`src/rtl/conv_ser_feeder.sv`:
```
// Input sequencer for the channel-serial convolution datapath: buffers the
// tap stream, replays each tap CHANNEL_NUM times and drains after every line.
module conv_ser_feeder #(
    parameter int DATA_WIDTH  = 8,
    parameter int CHANNEL_NUM = 3,
    parameter int MTRX_NUM    = 8,
    parameter int STRING_LEN  = 224,
    parameter int GAP_CYCLES  = 8
) (
    input  logic                         clk,
    input  logic                         reset_n,
    input  logic                         valid_i,
    output logic                         ready_o,
    input  logic signed [DATA_WIDTH-1:0] data_i,
    input  logic                         sop_i,
    input  logic                         eop_i,
    input  logic                         sof_i,
    input  logic                         eof_i,
    output logic                         valid_o,
    output logic signed [DATA_WIDTH-1:0] data_o,
    output logic                         sop_o,
    output logic                         eop_o,
    output logic                         sof_o,
    output logic                         eof_o,
    output logic                         busy_o,
    output logic                         err_o
);

    localparam int PW  = DATA_WIDTH + 4;
    localparam int CW  = (CHANNEL_NUM > 1) ? $clog2(CHANNEL_NUM) : 1;
    localparam int GW  = (GAP_CYCLES  > 1) ? $clog2(GAP_CYCLES)  : 1;
    localparam int TW  = (MTRX_NUM    > 1) ? $clog2(MTRX_NUM)    : 1;
    localparam int SW  = (STRING_LEN  > 1) ? $clog2(STRING_LEN)  : 1;
    localparam logic [CW-1:0] CH_LAST  = CW'(CHANNEL_NUM - 1);
    localparam logic [GW-1:0] GAP_LAST = GW'(GAP_CYCLES - 1);
    localparam logic [TW-1:0] TAP_LAST = TW'(MTRX_NUM - 1);
    localparam logic [SW-1:0] POS_LAST = SW'(STRING_LEN - 1);

    localparam logic [1:0] S_IDLE = 2'd0;
    localparam logic [1:0] S_EMIT = 2'd1;
    localparam logic [1:0] S_GAP  = 2'd2;

    // Packet layout: {sof, eof, sop, eop, data}
    localparam int I_SOF = PW - 1;
    localparam int I_EOF = PW - 2;
    localparam int I_SOP = PW - 3;
    localparam int I_EOP = PW - 4;

    logic [1:0]    r_state;
    logic [CW-1:0] r_ch_cnt;
    logic [GW-1:0] r_gap_cnt;
    logic [TW-1:0] r_tap_cnt;
    logic [SW-1:0] r_pos_cnt;
    logic          r_buf_full;
    logic [PW-1:0] r_buf_pkt;
    logic [PW-1:0] r_hold_pkt;
    logic          r_err;

    logic [PW-1:0] w_in_pkt;
    logic          w_accept;
    logic          w_ch_last;
    logic          w_gap_last;
    logic          w_start;
    logic          w_reload;
    logic          w_load_buf;
    logic          w_load_in;
    logic          w_buf_wr;
    logic [TW-1:0] w_cur_tap;
    logic [SW-1:0] w_cur_pos;
    logic          w_at_last;

    assign w_in_pkt   = {sof_i, eof_i, sop_i, eop_i, data_i};
    assign w_accept   = valid_i && !r_buf_full;
    assign w_ch_last  = (r_ch_cnt == CH_LAST);
    assign w_gap_last = (r_gap_cnt == GAP_LAST);

    // The last GAP cycle behaves like IDLE so a buffered line start follows
    // the drain gap with no extra bubble.
    assign w_start    = (r_state == S_IDLE) || ((r_state == S_GAP) && w_gap_last);
    assign w_reload   = (r_state == S_EMIT) && w_ch_last && !r_hold_pkt[I_EOP] && r_buf_full;
    assign w_load_buf = (w_start && r_buf_full) || w_reload;
    assign w_load_in  = w_start && !r_buf_full && w_accept;
    assign w_buf_wr   = w_accept && !w_load_in;

    assign w_cur_tap  = sop_i ? '0 : r_tap_cnt;
    assign w_cur_pos  = sop_i ? '0 : r_pos_cnt;
    assign w_at_last  = (w_cur_tap == TAP_LAST) && (w_cur_pos == POS_LAST);

    always_ff @(posedge clk or negedge reset_n) begin
        if (!reset_n) begin
            r_buf_full <= 1'b0;
            r_buf_pkt  <= '0;
            r_hold_pkt <= '0;
        end else begin
            if (w_buf_wr) begin
                r_buf_full <= 1'b1;
                r_buf_pkt  <= w_in_pkt;
            end else if (w_load_buf) begin
                r_buf_full <= 1'b0;
            end
            if (w_load_buf) begin
                r_hold_pkt <= r_buf_pkt;
            end else if (w_load_in) begin
                r_hold_pkt <= w_in_pkt;
            end
        end
    end

    always_ff @(posedge clk or negedge reset_n) begin
        if (!reset_n) begin
            r_state   <= S_IDLE;
            r_ch_cnt  <= '0;
            r_gap_cnt <= '0;
        end else begin
            case (r_state)
                S_IDLE: begin
                    if (w_load_buf || w_load_in) begin
                        r_state  <= S_EMIT;
                        r_ch_cnt <= '0;
                    end
                end
                S_EMIT: begin
                    if (w_ch_last) begin
                        r_ch_cnt <= '0;
                        if (r_hold_pkt[I_EOP]) begin
                            r_state   <= S_GAP;
                            r_gap_cnt <= '0;
                        end else if (!r_buf_full) begin
                            r_state <= S_IDLE;
                        end
                    end else begin
                        r_ch_cnt <= r_ch_cnt + 1'b1;
                    end
                end
                S_GAP: begin
                    if (w_gap_last) begin
                        r_gap_cnt <= '0;
                        r_state   <= (w_load_buf || w_load_in) ? S_EMIT : S_IDLE;
                    end else begin
                        r_gap_cnt <= r_gap_cnt + 1'b1;
                    end
                end
                default: r_state <= S_IDLE;
            endcase
        end
    end

    always_ff @(posedge clk or negedge reset_n) begin
        if (!reset_n) begin
            r_tap_cnt <= '0;
            r_pos_cnt <= '0;
            r_err     <= 1'b0;
        end else if (w_accept) begin
            if (w_cur_tap == TAP_LAST) begin
                r_tap_cnt <= '0;
                r_pos_cnt <= (w_cur_pos == POS_LAST) ? '0 : w_cur_pos + 1'b1;
            end else begin
                r_tap_cnt <= w_cur_tap + 1'b1;
                r_pos_cnt <= w_cur_pos;
            end
            r_err <= (eop_i ^ w_at_last) || (r_err && !sof_i);
        end
    end

    assign ready_o = !r_buf_full;
    assign valid_o = (r_state == S_EMIT);
    assign data_o  = r_hold_pkt[DATA_WIDTH-1:0];
    assign sop_o   = valid_o && (r_ch_cnt == '0) && r_hold_pkt[I_SOP];
    assign sof_o   = valid_o && (r_ch_cnt == '0) && r_hold_pkt[I_SOF];
    assign eop_o   = valid_o && w_ch_last && r_hold_pkt[I_EOP];
    assign eof_o   = valid_o && w_ch_last && r_hold_pkt[I_EOF];
    assign busy_o  = (r_state != S_IDLE) || r_buf_full;
    assign err_o   = r_err;

endmodule
```
`config.mk`:
```
export PLATFORM = sky130hd
export DESIGN_NAME = conv_ser_feeder
export DESIGN_NICKNAME = d
export VERILOG_FILES = /design/src/rtl/conv_ser_feeder.sv
export SDC_FILE = /design/constraint.sdc
export NUM_CORES = 1
export LEC_CHECK = 0
export BUFFER_PORTS_ARGS = -buffer_cell sky130_fd_sc_hd__buf_4
export CELL_PAD_IN_SITES_DETAIL_PLACEMENT = 0
export CELL_PAD_IN_SITES_GLOBAL_PLACEMENT = 2
export CORE_UTILIZATION = 37
export CTS_CLUSTER_DIAMETER = 150
export DETAILED_ROUTE_END_ITERATION = 16
export PLACE_DENSITY_LB_ADDON = 0.1
export SYNTH_ARGS = -nofsm -noshare
export SYNTH_HDL_FRONTEND = slang
export SYNTH_SLANG_ARGS = --single-unit
```
`constraint.sdc`:
```
create_clock -name clk -period 2.51 [get_ports clk]
set_clock_uncertainty 0.1 [all_clocks]
set_input_delay 0.3765 -clock clk [delete_from_list [all_inputs] [get_ports clk]]
set_output_delay 0.3765 -clock clk [all_outputs]
set_load 0.005 [all_outputs]
```
* Word level (Yosys, flattened, before mapping)
Index checks and enable logic that the tools add are counted.
** Word-level totals
- Register bits :: 44
- Output and inout port bits :: 16
- Logic and storage cells :: 83
** Operators by class
- Add/subtract/negate cells :: 4
- Eq/ne operators :: 11
- Muxes and demuxes :: 23
- Bitwise gates (word level) :: 1
- Reductions and logical operators :: 35
** Operators with widths (count)
- $mux W12 :: 2
- $mux W8 :: 3
- $logic_and A1 B1 Y1 :: 16
- $mux W3 :: 5
- $mux W2 :: 7
- $reduce_bool A2 Y1 :: 5
- $add A8 B1 Y8 const B :: 1
- $eq A8 B8 Y1 const B :: 1
- $add A3 B1 Y3 const B :: 2
- $eq A3 B3 Y1 const B :: 2
- $ne A2 B1 Y1 const B :: 3
- $pmux W2 S3 :: 1
- $pmux W3 S2 :: 1
- $logic_or A1 B1 Y1 :: 5
- $eq A2 B2 Y1 const B :: 2
- $logic_not A1 Y1 :: 4
- $logic_not A2 Y1 :: 2
- $pmux W2 S2 :: 1
- $reduce_and A4 Y1 :: 1
- $mux W1 :: 3
- $ne A3 B2 Y1 const B :: 1
- $reduce_and A3 Y1 :: 1
- $add A2 B1 Y2 const B :: 1
- $eq A2 B1 Y1 const B :: 1
- other kinds (3) :: 3

* Longest topological paths before layout
Gate-level depths: netlist of the first run.
- Depth after elaboration :: 9
- Gate-level depth with buffers :: 9
- Gate-level depth less buffers :: 7

* Worst setup path before layout of the first run
OpenSTA, ideal clock, no wires.
- Path type :: in2reg
- Start point :: in sop_i
- End point :: reg r_pos_cnt[7]
- Arrival time :: 1.945 ns
- Setup slack :: 0.332 ns
- Cell stages on the path :: 9
- Buffers on the path :: 2
- Cell sequence :: clkbuf_1 -> nor2b_1 -> ha_1 -> ha_1 -> buf_4 -> nand3_1 -> or3b_1 -> o311ai_1 -> nand3_1
** Between the ends
- Word-level cells in the longest chain between the ends :: 4
** RTL lines
- start: declaration :: RTL line 15 : input logic sop_i,
- $mux W8 :: RTL line 86 : assign w_cur_pos = sop_i ? '0 : r_pos_cnt;
- $add A8 B1 Y8 or $eq A8 B8 Y1 (tied branches) :: RTL line 156 : r_pos_cnt <= (w_cur_pos == POS_LAST) ? '0 : w_cur_pos + 1'b1;
- $mux W8 :: RTL line 156
- $mux W8 (*) :: RTL line 154 : if (w_cur_tap == TAP_LAST) begin
- end signal: assignment :: RTL line 156
- end signal: assignment :: RTL line 159 : r_pos_cnt <= w_cur_pos;
- end: declaration :: RTL line 53 : logic [SW-1:0] r_pos_cnt;
Every way passes the cells marked *; elsewhere a longest branch is shown, timed or not.
A chain may end at the register's enable or synchronous reset.

* Final worst setup path of the first run
- Start point :: reg r_state[0]
- End point :: out eop_o
** Between the ends
- Word-level cells in the longest chain between the ends :: 3
** RTL lines
- start: declaration :: RTL line 49 : logic [1:0] r_state;
- start signal: assignment :: RTL line 138 : r_state <= (w_load_buf || w_load_in) ? S_EMIT : S_IDLE;
- $eq A2 B1 Y1 :: RTL line 166 : assign valid_o = (r_state == S_EMIT);
- $logic_and A1 B1 Y1 (2 in series) :: RTL line 170 : assign eop_o = valid_o && w_ch_last && r_hold_pkt[I_EOP];
- end: declaration :: RTL line 22 : output logic eop_o,
Every way passes these cells.

==> implementation parameters, run 1 <==
Parameter                              Value

Status
  Result of the run    finished, final reports clean

Global routing
  Total Routing Usage GR    15.6%
  Final global-route overflow total    0
  Largest net degree at the start of global routing    45
  Number of global-route vias before repair    1,614
  Wire length of the first global-routing pass    7.70 mm
  Number of antenna violations at the first check in global routing    0

Synth
  Mux cell area share after synthesis    7.37%
  Net count of the mapped netlist    230
  FF+latch count, synth    44
  Mean instance size in the synthesized netlist    roughly 11 µm²
  Synth Cell Area    2290 µm²
  Post-synthesis simple-gate area fraction    a little under a fifth
  Async set or reset register ratio after synthesis    100%
  Count of flip-flops with a built-in enable after synthesis    0
  Adder-Cell Fraction of Synth Area    2.73%
  Synthesized-area fraction occupied by xor and xnor cells    0.382%
  Sequential cell area fraction in the yosys report    roughly half
  Synth Flop Type    sky130_fd_sc_hd__dfrtp_1
  Number of instances in the synthesized netlist    210
  Compound-Gate Fraction of Synth Area    15.8%
  Main combinational cell family by area after synthesis    simple AND/OR/NAND/NOR gates
  Total number of yosys warnings    0
  Count of distinct cell types in the synthesized netlist    47

Clocking
  Clk sink count    44
  Number of buffers inserted during clock tree synthesis    5
  Clock tree root driver cell    sky130_fd_sc_hd__clkbuf_8
  CTS Buffer Depth    2
  Reg clk slew, reported paths    0.09 ns
  TritonCTS clock tree    yes
  Number of H-tree branching levels    2
  Latest clock arrival within the worst-skew pair    a little under 0.3 ns

Detailed routing
  Number of detailed-route iterations in the first pass    6
  Initial DRC Count    55
  Post-detailed-route DRC marker count    0
  Total number of vias    approximately 1,700
  Final antenna-violating net count    0
  Via-to-Cell Ratio    5.32
  Final Routed Wirelength    approximately 4.7 mm
  Routed wire length per instance    15.1 µm

Final layout
  Net count reported at finish    256
  Antenna Cells    0
  Post-layout utilization of the core    a little over two fifths
  Non-Filler Instances    between 300 and 400
  Proportion of layout cells with a drive suffix above 1    27.1%
  Area growth from synthesis to layout    14.4%
  Non-Filler Cell Area, Final    approximately 2600 µm²

Min path
  Hold crit path type    in -> reg

STA
  Setup slack after layout    just over 0.3 ns
  Clock period minus worst slack    2.20 ns
  Final setup violation count    0
  Unrepaired setup endpoints after global routing    false
  Period Utilization, post-route    between 80% and 90%
  Worst hold slack    0.206 ns
  Max-Slew Margin vs Limit    62.2%
  Actual transition at the worst max-transition pin    about 0.57 ns
  Max Freq    455 MHz
  Fin. max-slew vios    0
  Setup TNS    0 ns
  Final hold violation count    0

Setup path
  Required time at the worst-slack endpoint    roughly 2.0 ns
  Kind of capture point of the worst setup path    primary output
  Arrival time reported for the critical path endpoint    1.72 ns
  Type of element launching the critical path    flip-flop
  Largest fanout of any net on the critical path    9
  Type of the setup path with the least slack    reg -> out

Placed design
  Area after detailed placement    2530 µm²
  Post-DP HPWL    3.29 mm
  Input/output buffers    30
  Inst Count DP    303
  RD Place Congestion    between 0.7 and 0.8
  Worst Setup Slack post-DPL    approximately 0.24 ns

Die
  Starting density of the core    38.5%
  Top-Level Pins    31
  Total core area    5960 µm²
  Site Rows    28
  DIE WIDTH    80.7 µm
  Total die area    6510 µm²
  DIE HEIGHT    80.7 µm

Pwr
  Leakage power    1.19 nW
  Worst IR Drop VDD    about 0.45 mV
  PwrDens    998 nW/µm²
  Total Power Consumption    2.61 mW

Job
  Number of max-cap violations    0
-- logic make-up (layout without fill, tap and decap cells) --
| family | Yosys count | count (layout) |
|---|---|---|
| fa+ha+maj | 5 | 5 |
| mux | 15 | 15 |
| buf+inv | 24 | 50 |
| xor+xnor | 1 | 1 |
| simple gates | 76 | 76 |
| compound gates | 45 | 45 |
| flops | 44 | 44 |
-- Yosys cell counts (2+ instances only) --
cell | n | area share, %
sky130_fd_sc_hd__a21oi_1 | 3 | 0.66
sky130_fd_sc_hd__a221o_1 | 11 | 4.8
sky130_fd_sc_hd__a31o_2 | 2 | 0.76
sky130_fd_sc_hd__a31oi_1 | 2 | 0.55
sky130_fd_sc_hd__and2_1 | 14 | 3.8
sky130_fd_sc_hd__and4b_1 | 2 | 0.87
sky130_fd_sc_hd__buf_2 | 2 | 0.44
sky130_fd_sc_hd__buf_4 | 11 | 3.6
sky130_fd_sc_hd__buf_6 | 2 | 0.98
sky130_fd_sc_hd__clkbuf_1 | 2 | 0.33
sky130_fd_sc_hd__dfrtp_1 | 44 | 48
sky130_fd_sc_hd__ha_1 | 5 | 2.7
sky130_fd_sc_hd__inv_1 | 6 | 0.98
sky130_fd_sc_hd__mux2_1 | 4 | 2.0
sky130_fd_sc_hd__mux2_2 | 11 | 5.4
sky130_fd_sc_hd__nand2_1 | 20 | 3.3
sky130_fd_sc_hd__nand2b_1 | 6 | 1.6
sky130_fd_sc_hd__nand3_1 | 9 | 2.0
sky130_fd_sc_hd__nand4b_1 | 2 | 0.76
sky130_fd_sc_hd__nor2_1 | 7 | 1.1
sky130_fd_sc_hd__nor2b_1 | 6 | 1.6
sky130_fd_sc_hd__o21ai_0 | 13 | 2.8
sky130_fd_sc_hd__o31ai_1 | 2 | 0.66
-- where the power goes --
group          switching, mW  leakage (nW)  internal, mW
registers              0.194         0.556         0.975
logic                  0.447         0.592         0.565
clock network          0.244        0.0400         0.189
total                  0.885          1.19          1.73
-- worst max-delay path: stages, from the launching register on --
cell	delay, ns
sky130_fd_sc_hd__dfrtp_1	0.59
sky130_fd_sc_hd__nor4bb_1	0.42
sky130_fd_sc_hd__nand2_1	0.22
sky130_fd_sc_hd__inv_1	0.09
sky130_fd_sc_hd__buf_4	0.10
-- cells in the final DEF (no fill, tap or decap), types with 2 or more instances in the layout --
cell type,count
sky130_fd_sc_hd__nor2_1,7
sky130_fd_sc_hd__a21oi_1,3
sky130_fd_sc_hd__buf_4,36
sky130_fd_sc_hd__nor2b_1,6
sky130_fd_sc_hd__nand4b_1,2
sky130_fd_sc_hd__a31o_2,2
sky130_fd_sc_hd__mux2_2,11
sky130_fd_sc_hd__a31oi_1,2
sky130_fd_sc_hd__mux2_1,4
sky130_fd_sc_hd__o21ai_0,13
sky130_fd_sc_hd__ha_1,5
sky130_fd_sc_hd__and4b_1,2
sky130_fd_sc_hd__and2_1,14
sky130_fd_sc_hd__nand2_1,20
sky130_fd_sc_hd__nand3_1,9
sky130_fd_sc_hd__o31ai_1,2
sky130_fd_sc_hd__dfrtp_1,44
sky130_fd_sc_hd__nand2b_1,6
sky130_fd_sc_hd__clkbuf_8,5
sky130_fd_sc_hd__a221o_1,11
sky130_fd_sc_hd__inv_1,6
-- worst paths after layout --
path,slack [ns],endpoint,from,cells past startpoint
worst max-delay path,0.31,eop_o,r_state[0],4
worst min register to register,0.38,r_tap_cnt[2],r_tap_cnt[2],2
worst min-delay path,0.21,r_buf_pkt[0],data_i[0],2
max in group asynchronous,1.41,r_hold_pkt[5],reset_n,2
worst max register to register,0.44,r_hold_pkt[1],r_gap_cnt[0],6
min in group asynchronous,0.51,r_state[1],reset_n,2
-- layout make-up --
type | count | area (µm²)
fillers | 599 | 3340
flip-flops and latches | 44 | 1100
well taps | 75 | 93.8
repair buffers | 37 | 280
clock inverters | 2 | 12.5
inverters | 6 | 22.5
clock buffers | 5 | 68.8
multi-input cells | 142 | 1040
-- timing repair --
item | 4_1_cts | 5_1_grt
setup buffers | 0 | 0
endpoints found under the setup margin | 0 | 0
hold buffers | 1 | 0
endpoints found under the hold margin | 12 | 0
resized for setup | 0 | 0
-- sequential cells by signal, indices dropped and copies added, names as in the netlist --
| register | cells |
|---|---|
| err_o | 1 |
| r_buf_full | 1 |
| r_buf_pkt | 12 |
| r_ch_cnt | 2 |
| r_gap_cnt | 3 |
| r_hold_pkt | 12 |
| r_pos_cnt | 8 |
| r_state | 2 |
| r_tap_cnt | 3 |
-- routing by layer --
metal,global-route usage [%],wire [µm],up-vias
met5,0,0,-
met4,3.75,44,0
met3,4.09,158,5
met2,26.4,2260,28
met1,19.7,2240,827
li1,-,-,793
(Power assumes the default switching activity.)
==> run 2: changes to the inputs <==
BUFFER_PORTS_ARGS = -buffer_cell sky130_fd_sc_hd__clkbuf_2   (was -buffer_cell sky130_fd_sc_hd__buf_4)
CORE_UTILIZATION = 35   (was 37)
==> run 2 against run 1 <==
  * Via count rose by 1.1%
  * Critical endpoint unchanged
  * Sequential share of layout area is 0.49 points higher
  * Clock power increased by 26%
  * Count of clock-buffer cells in the layout did not move
==> implementation parameters, run 2 (same netlist as run 1, synthesis figures left out) <==
Parameter                              Value

Clocking
  Latest clock arrival within the worst-skew pair    0.30 ns
  Number of buffers added to fix hold violations after cts    0
  Post-CTS repair timing setup buffer count    0
  Clk sink count    44
  Number of buffers inserted during clock tree synthesis    5
  CTS Buffer Depth    2
  Clock tree root driver cell    sky130_fd_sc_hd__clkbuf_8
  Reg clk slew, reported paths    0.09 ns
  TritonCTS clock tree    yes
  Number of instances resized during post-cts repair    0
  Number of H-tree branching levels    2

Final layout
  Non-Filler Cell Area, Final    2590 µm²
  Most used cells in the layout excluding fill and tap cells    sky130_fd_sc_hd__dfrtp_1 (44), sky130_fd_sc_hd__clkbuf_2 (30), sky130_fd_sc_hd__nand2_1 (20), sky130_fd_sc_hd__and2_1 (14), sky130_fd_sc_hd__o21ai_0 (13)
  Proportion of layout cells with a drive suffix above 1    28.5%
  Largest regs    r_buf_pkt (12), r_hold_pkt (12), r_pos_cnt (8)
  Post-layout utilization of the core    between 40% and 50%
  Area growth from synthesis to layout    13.1%
  Non-Filler Instances    approximately 320
  Net count reported at finish    between 200 and 300
  Most common library cell in the layout ignoring fill and taps    sky130_fd_sc_hd__dfrtp_1
  Antenna Cells    0

Setup path
  Type of element launching the critical path    flip-flop
  Setup slack of the worst register-to-register path    0.41 ns
  Arrival time reported for the critical path endpoint    roughly 1.7 ns
  Origin of the critical flop-to-flop path    r_gap_cnt[0]
  CP Capture Point    eop_o
  Worst r2r dst    r_hold_pkt[6]
  Largest fanout of any net on the critical path    9
  Kind of capture point of the worst setup path    primary output
  Type of the setup path with the least slack    reg -> out
  Timing startpoint of the critical path    r_state[0]
  Length in cells of the worst reg-to-reg path    6
  Required time at the worst-slack endpoint    between 2 and 2.5 ns

Pwr
  PwrDens    1040 nW/µm²
  Worst IR Drop VDD    about 0.58 mV
  Leakage power    1.19 nW

Die
  Top-Level Pins    31
  Total die area    around 6900 µm²
  DIE WIDTH    82.9 µm
  Starting density of the core    36.1%
  DIE HEIGHT    82.9 µm
  Site Rows    29
  Total core area    6350 µm²

Placed design
  Worst Setup Slack post-DPL    0.284 ns
  Area after detailed placement    approximately 2500 µm²
  Post-DP HPWL    3.49 mm
  Inst Count DP    308
  Input/output buffers    30
  RD Place Congestion    0.788

Job
  Number of max-cap violations    0

Global routing
  Total Routing Usage GR    about 16%
  Wire length of the first global-routing pass    around 8.7 mm
  Number of global-route vias before repair    1,756
  Number of antenna violations at the first check in global routing    0
  Largest net degree at the start of global routing    45
  Final global-route overflow total    0

STA
  Setup TNS    0 ns
  Period Utilization, post-route    85.3%
  Setup slack after layout    0.369 ns
  Max-Slew Margin vs Limit    61.5%
  Max Freq    467 MHz
  Fin. max-slew vios    0
  Unrepaired setup endpoints after global routing    false
  Final setup violation count    0
  Clock period minus worst slack    2.14 ns
  Actual transition at the worst max-transition pin    0.578 ns
  Final hold violation count    0

Status
  Result of the run    finished, final reports clean

Detailed routing
  Via-to-Cell Ratio    5.29
  Post-detailed-route DRC marker count    0
  Topmost layer with routed signal wires    met4
  Total number of vias    between 1,500 and 2,000
  Final Routed Wirelength    roughly 5.0 mm
  Post-Route M1 WL    approximately 2.5 mm
  Initial DRC Count    76
  Met3 Wirelength    143 µm
  Met2 wirelength from detailed routing    2.35 mm
  Routed wire length per instance    around 16 µm
  Number of detailed-route iterations in the first pass    4
  Final antenna-violating net count    0

Min path
  Hold crit path type    in -> async
run 2: cell count changes in the layout (fill, tap and decap cells not counted), sizes merged:
cell,before,now
clkbuf,5,35
buf,36,9
bufinv,0,1
dlygate4sd3,1,0
run 2: final cells by class:
cell class | count | area [µm²]
Clock buffer | 5 | 68.8
Clock inverter | 3 | 42.5
Fill cell | 604 | 3760
Inverter | 6 | 22.5
Multi-Input combinational cell | 142 | 1040
Sequential cell | 44 | 1100
Tap cell | 77 | 96.3
Timing Repair Buffer | 39 | 218
run 2: power by group:
group / leakage, nW / internal [mW] / total (mW) / switching, mW
clock network: 0.0541 / 0.295 / 0.545 / 0.251
registers: 0.556 / 0.975 / 1.18 / 0.203
logic: 0.583 / 0.509 / 0.972 / 0.462
total: 1.19 / 1.78 / 2.69 / 0.916
run 2: critical path, cell delays in order, from the launching register on:
cell and delay [ns]:
sky130_fd_sc_hd__dfrtp_1 0.59, sky130_fd_sc_hd__nor4bb_1 0.38, sky130_fd_sc_hd__nand2_1 0.21, sky130_fd_sc_hd__inv_1 0.09, sky130_fd_sc_hd__clkbuf_2 0.11
run 2: worst min path at each step:
stage,from,end,slack [ns],cells after the start
finish,reset_n,r_gap_cnt[1],0.04,2
global route,reset_n,r_gap_cnt[2],0.11,2
CTS,reset_n,r_gap_cnt[2],0.07,2
detailed placement,r_tap_cnt[1],r_tap_cnt[1],0.36,2
global placement,r_tap_cnt[2],r_tap_cnt[2],0.36,2
floorplan,reset_n,err_o,-0.02,0
run 2: per-stage QoR:
step / total power, mW / hold slack (ns)
floorplan: 1.92 / -0.0191
global placement: 2.12 / 0.358
detailed placement: 2.17 / 0.356
CTS: 2.73 / 0.0734
global route: 2.89 / 0.108
finish: 2.69 / 0.0393
run 2: routing by layer:
metal	vias up	global-route usage (%)
li1	800	-
met1	825	21.5
met2	38	25.1
met3	8	3.08
met4	0	4.70
met5	-	0
==> run 3: changes to the inputs <==
ABC_AREA = 1   (was default)
==> run 3 against run 2 <==
  * First-iteration DRC count decreased by 36%
  * Global-route usage decreased by 0.74 points
  * Sequential share of layout area decreased by 0.16 points
  * Non-clock buffer count decreased by 4
  * Largest power group unchanged
  * Worst setup slack improved by 0.15 ns
  * Combinational power increased by 11%
  * Via count increased by 2.9%
==> implementation parameters, run 3 <==
Parameter                              Value

Die
  DIE WIDTH    approximately 84 µm
  Starting density of the core    ~37%
  Total die area    about 7000 µm²
  Top-Level Pins    31
  DIE HEIGHT    83.6 µm
  Site Rows    29
  Total core area    6390 µm²

Clocking
  Number of buffers inserted during clock tree synthesis    5
  Number of H-tree branching levels    2
  Clock tree root driver cell    sky130_fd_sc_hd__clkbuf_8
  CTS Buffer Depth    2
  Number of instances resized during post-cts repair    0
  Post-CTS repair timing setup buffer count    0
  Latest clock arrival within the worst-skew pair    0.30 ns
  TritonCTS clock tree    yes
  Clk sink count    44
  Number of buffers added to fix hold violations after cts    0
  Reg clk slew, reported paths    0.08 ns

STA
  Final setup violation count    0
  Final hold violation count    0
  Period Utilization, post-route    79.3%
  Unrepaired setup endpoints after global routing    false
  Max-Slew Margin vs Limit    between 60% and 70%
  Max Freq    ~500 MHz
  Fin. max-slew vios    0
  Actual transition at the worst max-transition pin    roughly 0.58 ns
  Clock period minus worst slack    1.99 ns
  Worst hold slack    approximately 0.055 ns
  Setup TNS    0 ns

Final layout
  Most common library cell in the layout ignoring fill and taps    sky130_fd_sc_hd__nand2_1
  Area growth from synthesis to layout    11.5%
  Post-layout utilization of the core    40.7%
  # fillers    675
  Net count reported at finish    312
  Largest regs    r_buf_pkt (12), r_hold_pkt (12), r_pos_cnt (8)
  Proportion of layout cells with a drive suffix above 1    29.4%
  Most used cells in the layout excluding fill and tap cells    sky130_fd_sc_hd__nand2_1 (65), sky130_fd_sc_hd__dfrtp_1 (44), sky130_fd_sc_hd__clkbuf_2 (30), sky130_fd_sc_hd__inv_1 (26), sky130_fd_sc_hd__nor2_1 (23)
  Antenna Cells    0

Placed design
  Input/output buffers    30
  RD Place Congestion    approximately 0.73
  Post-DP HPWL    about 3.3 mm

Detailed routing
  Final Routed Wirelength    4.73 mm
  Number of detailed-route iterations in the first pass    4
  Via-to-Cell Ratio    4.65
  Initial DRC Count    49
  Post-detailed-route DRC marker count    0
  Routed wire length per instance    12.8 µm
  Total number of vias    roughly 1,700
  Final antenna-violating net count    0

Synth
  Synth Cell Area    ~2300 µm²
  Largest area contributor in the synthesized netlist    sky130_fd_sc_hd__dfrtp_1
  Async set or reset register ratio after synthesis    100%
  Synth top area cells    sky130_fd_sc_hd__dfrtp_1 (47%), sky130_fd_sc_hd__nand2_1 (10%), sky130_fd_sc_hd__nand3_2 (4.7%)
  Net count of the mapped netlist    284
  Proportion of netlist area held by the largest area contributor    47.2%
  Cell with the most instances after synthesis    sky130_fd_sc_hd__nand2_1
  FF+latch count, synth    44
  Synth Flop Type    sky130_fd_sc_hd__dfrtp_1
  Total number of yosys warnings    0
  Mean instance size in the synthesized netlist    8.83 µm²
  Sequential cell area fraction in the yosys report    47.2%
  Count of distinct cell types in the synthesized netlist    30
  Most used standard cells in the synthesized netlist    sky130_fd_sc_hd__nand2_1 (65), sky130_fd_sc_hd__dfrtp_1 (44), sky130_fd_sc_hd__inv_1 (26), sky130_fd_sc_hd__nor2_1 (23), sky130_fd_sc_hd__o21ai_0 (18)
  Count of flip-flops with a built-in enable after synthesis    0
  Number of instances in the synthesized netlist    between 200 and 300

Status
  Result of the run    finished, final reports clean

Global routing
  Global-route track usage on met2    25.2%
  Total Routing Usage GR    14.9%
  Number of antenna violations at the first check in global routing    0
  Final global-route overflow total    0
  Largest net degree at the start of global routing    45
  Met1 track demand over resource in global routing    18.2%
  Number of global-route vias before repair    1,746
  Global route hottest layer    met2
  Wire length of the first global-routing pass    8.22 mm
  Global-route track usage on met3    3.46%

Setup path
  Worst r2r dst    r_pos_cnt[6]
  Cells traversed along the worst timing path    inv_1 -> nor2_1 -> ha_1 -> ha_1 -> nand2_1 -> nor3_2 -> nand3_1 -> or2_0 -> nand3_1 -> nand2_1
  Kind of capture point of the worst setup path    flip-flop
  Critical path's top delay family    simple AND/OR/NAND/NOR gates
  Sum of buffers and inverters on the critical path    1
  Origin of the critical flop-to-flop path    r_tap_cnt[0]
  Required time at the worst-slack endpoint    2.61 ns
  Length in cells of the worst reg-to-reg path    10
  Maximum single-stage delay on the critical path    0.34 ns
  Arrival time reported for the critical path endpoint    2.09 ns
  Slowest CP cell    sky130_fd_sc_hd__dfrtp_1
  Type of element launching the critical path    flip-flop
  Type of the setup path with the least slack    reg -> reg
  Largest fanout of any net on the critical path    7
  Setup slack of the worst register-to-register path    0.52 ns

Job
  Number of max-cap violations    0

Pwr
  PwrDens    1040 nW/µm²
  Worst IR Drop VDD    0.376 mV
  Leakage power    1.30 nW

Min path
  Hold crit path type    in -> async
## run 3: power by group
part / total (mW) / switching (mW) / internal (mW)
clock: 0.465 / 0.245 / 0.220
sequential: 1.16 / 0.163 / 0.993
combinational: 1.08 / 0.617 / 0.458
## run 3: layout make-up
type	count	area, µm²	share of cell area (%)
Timing Repair Buffer	35	188	7.22
Clock buffer	6	82.6	3.18
Clock inverter	2	10.0	0.385
Tap cell	77	96.3	3.71
Sequential cell	44	1100	42.3
Multi-Input combinational cell	177	1010	38.9
Inverter	29	110	4.23
## run 3: kinds of logic (layout without fill, tap and decap cells)
logic type	after synthesis	after routing	synth area share, %
AO/OA/AOI/OAI	27	27	6.76
XOR/XNOR	1	1	0.376
adder cells (fa/ha/maj)	5	5	2.68
buffers and inverters	43	72	9.39
flip-flops	44	44	47.2
multiplexers	10	10	5.26
AND/OR/NAND/NOR	134	134	28.3
## run 3: routing by layer
| layer | up-vias | share of wire (%) | routed length [µm] |
|---|---|---|---|
| met2 | 27 | 47 | 2220 |
| met5 | - | 0 | 0 |
| met1 | 794 | 47 | 2240 |
| met4 | 0 | 2.6 | 124 |
| met3 | 10 | 3.0 | 143 |
| li1 | 888 | - | - |
## run 3: through the flow
stage / power [mW] / cells / instance area (µm²) / setup slack, ns
global placement: 2.27 / 362 / 2510 / 0.322
detailed placement: 2.27 / 362 / 2510 / 0.256
CTS: 2.75 / 370 / 2600 / 0.506
global route: 2.93 / 370 / 2600 / 0.320
floorplan: 2.04 / 264 / 2330 / 0.557
finish: 2.70 / 370 / 2600 / 0.519
## run 3: worst max path at each step
stage | start | to | slack [ns] | depth (start not counted)
final | r_tap_cnt[0] | r_pos_cnt[6] | 0.52 | 10
after global routing | r_tap_cnt[0] | r_pos_cnt[6] | 0.32 | 10
after CTS | r_tap_cnt[0] | r_pos_cnt[6] | 0.51 | 10
after detailed placement | sop_i | r_pos_cnt[6] | 0.26 | 10
after global placement | sop_i | r_pos_cnt[6] | 0.32 | 10
after floorplan | sop_i | r_pos_cnt[6] | 0.56 | 10
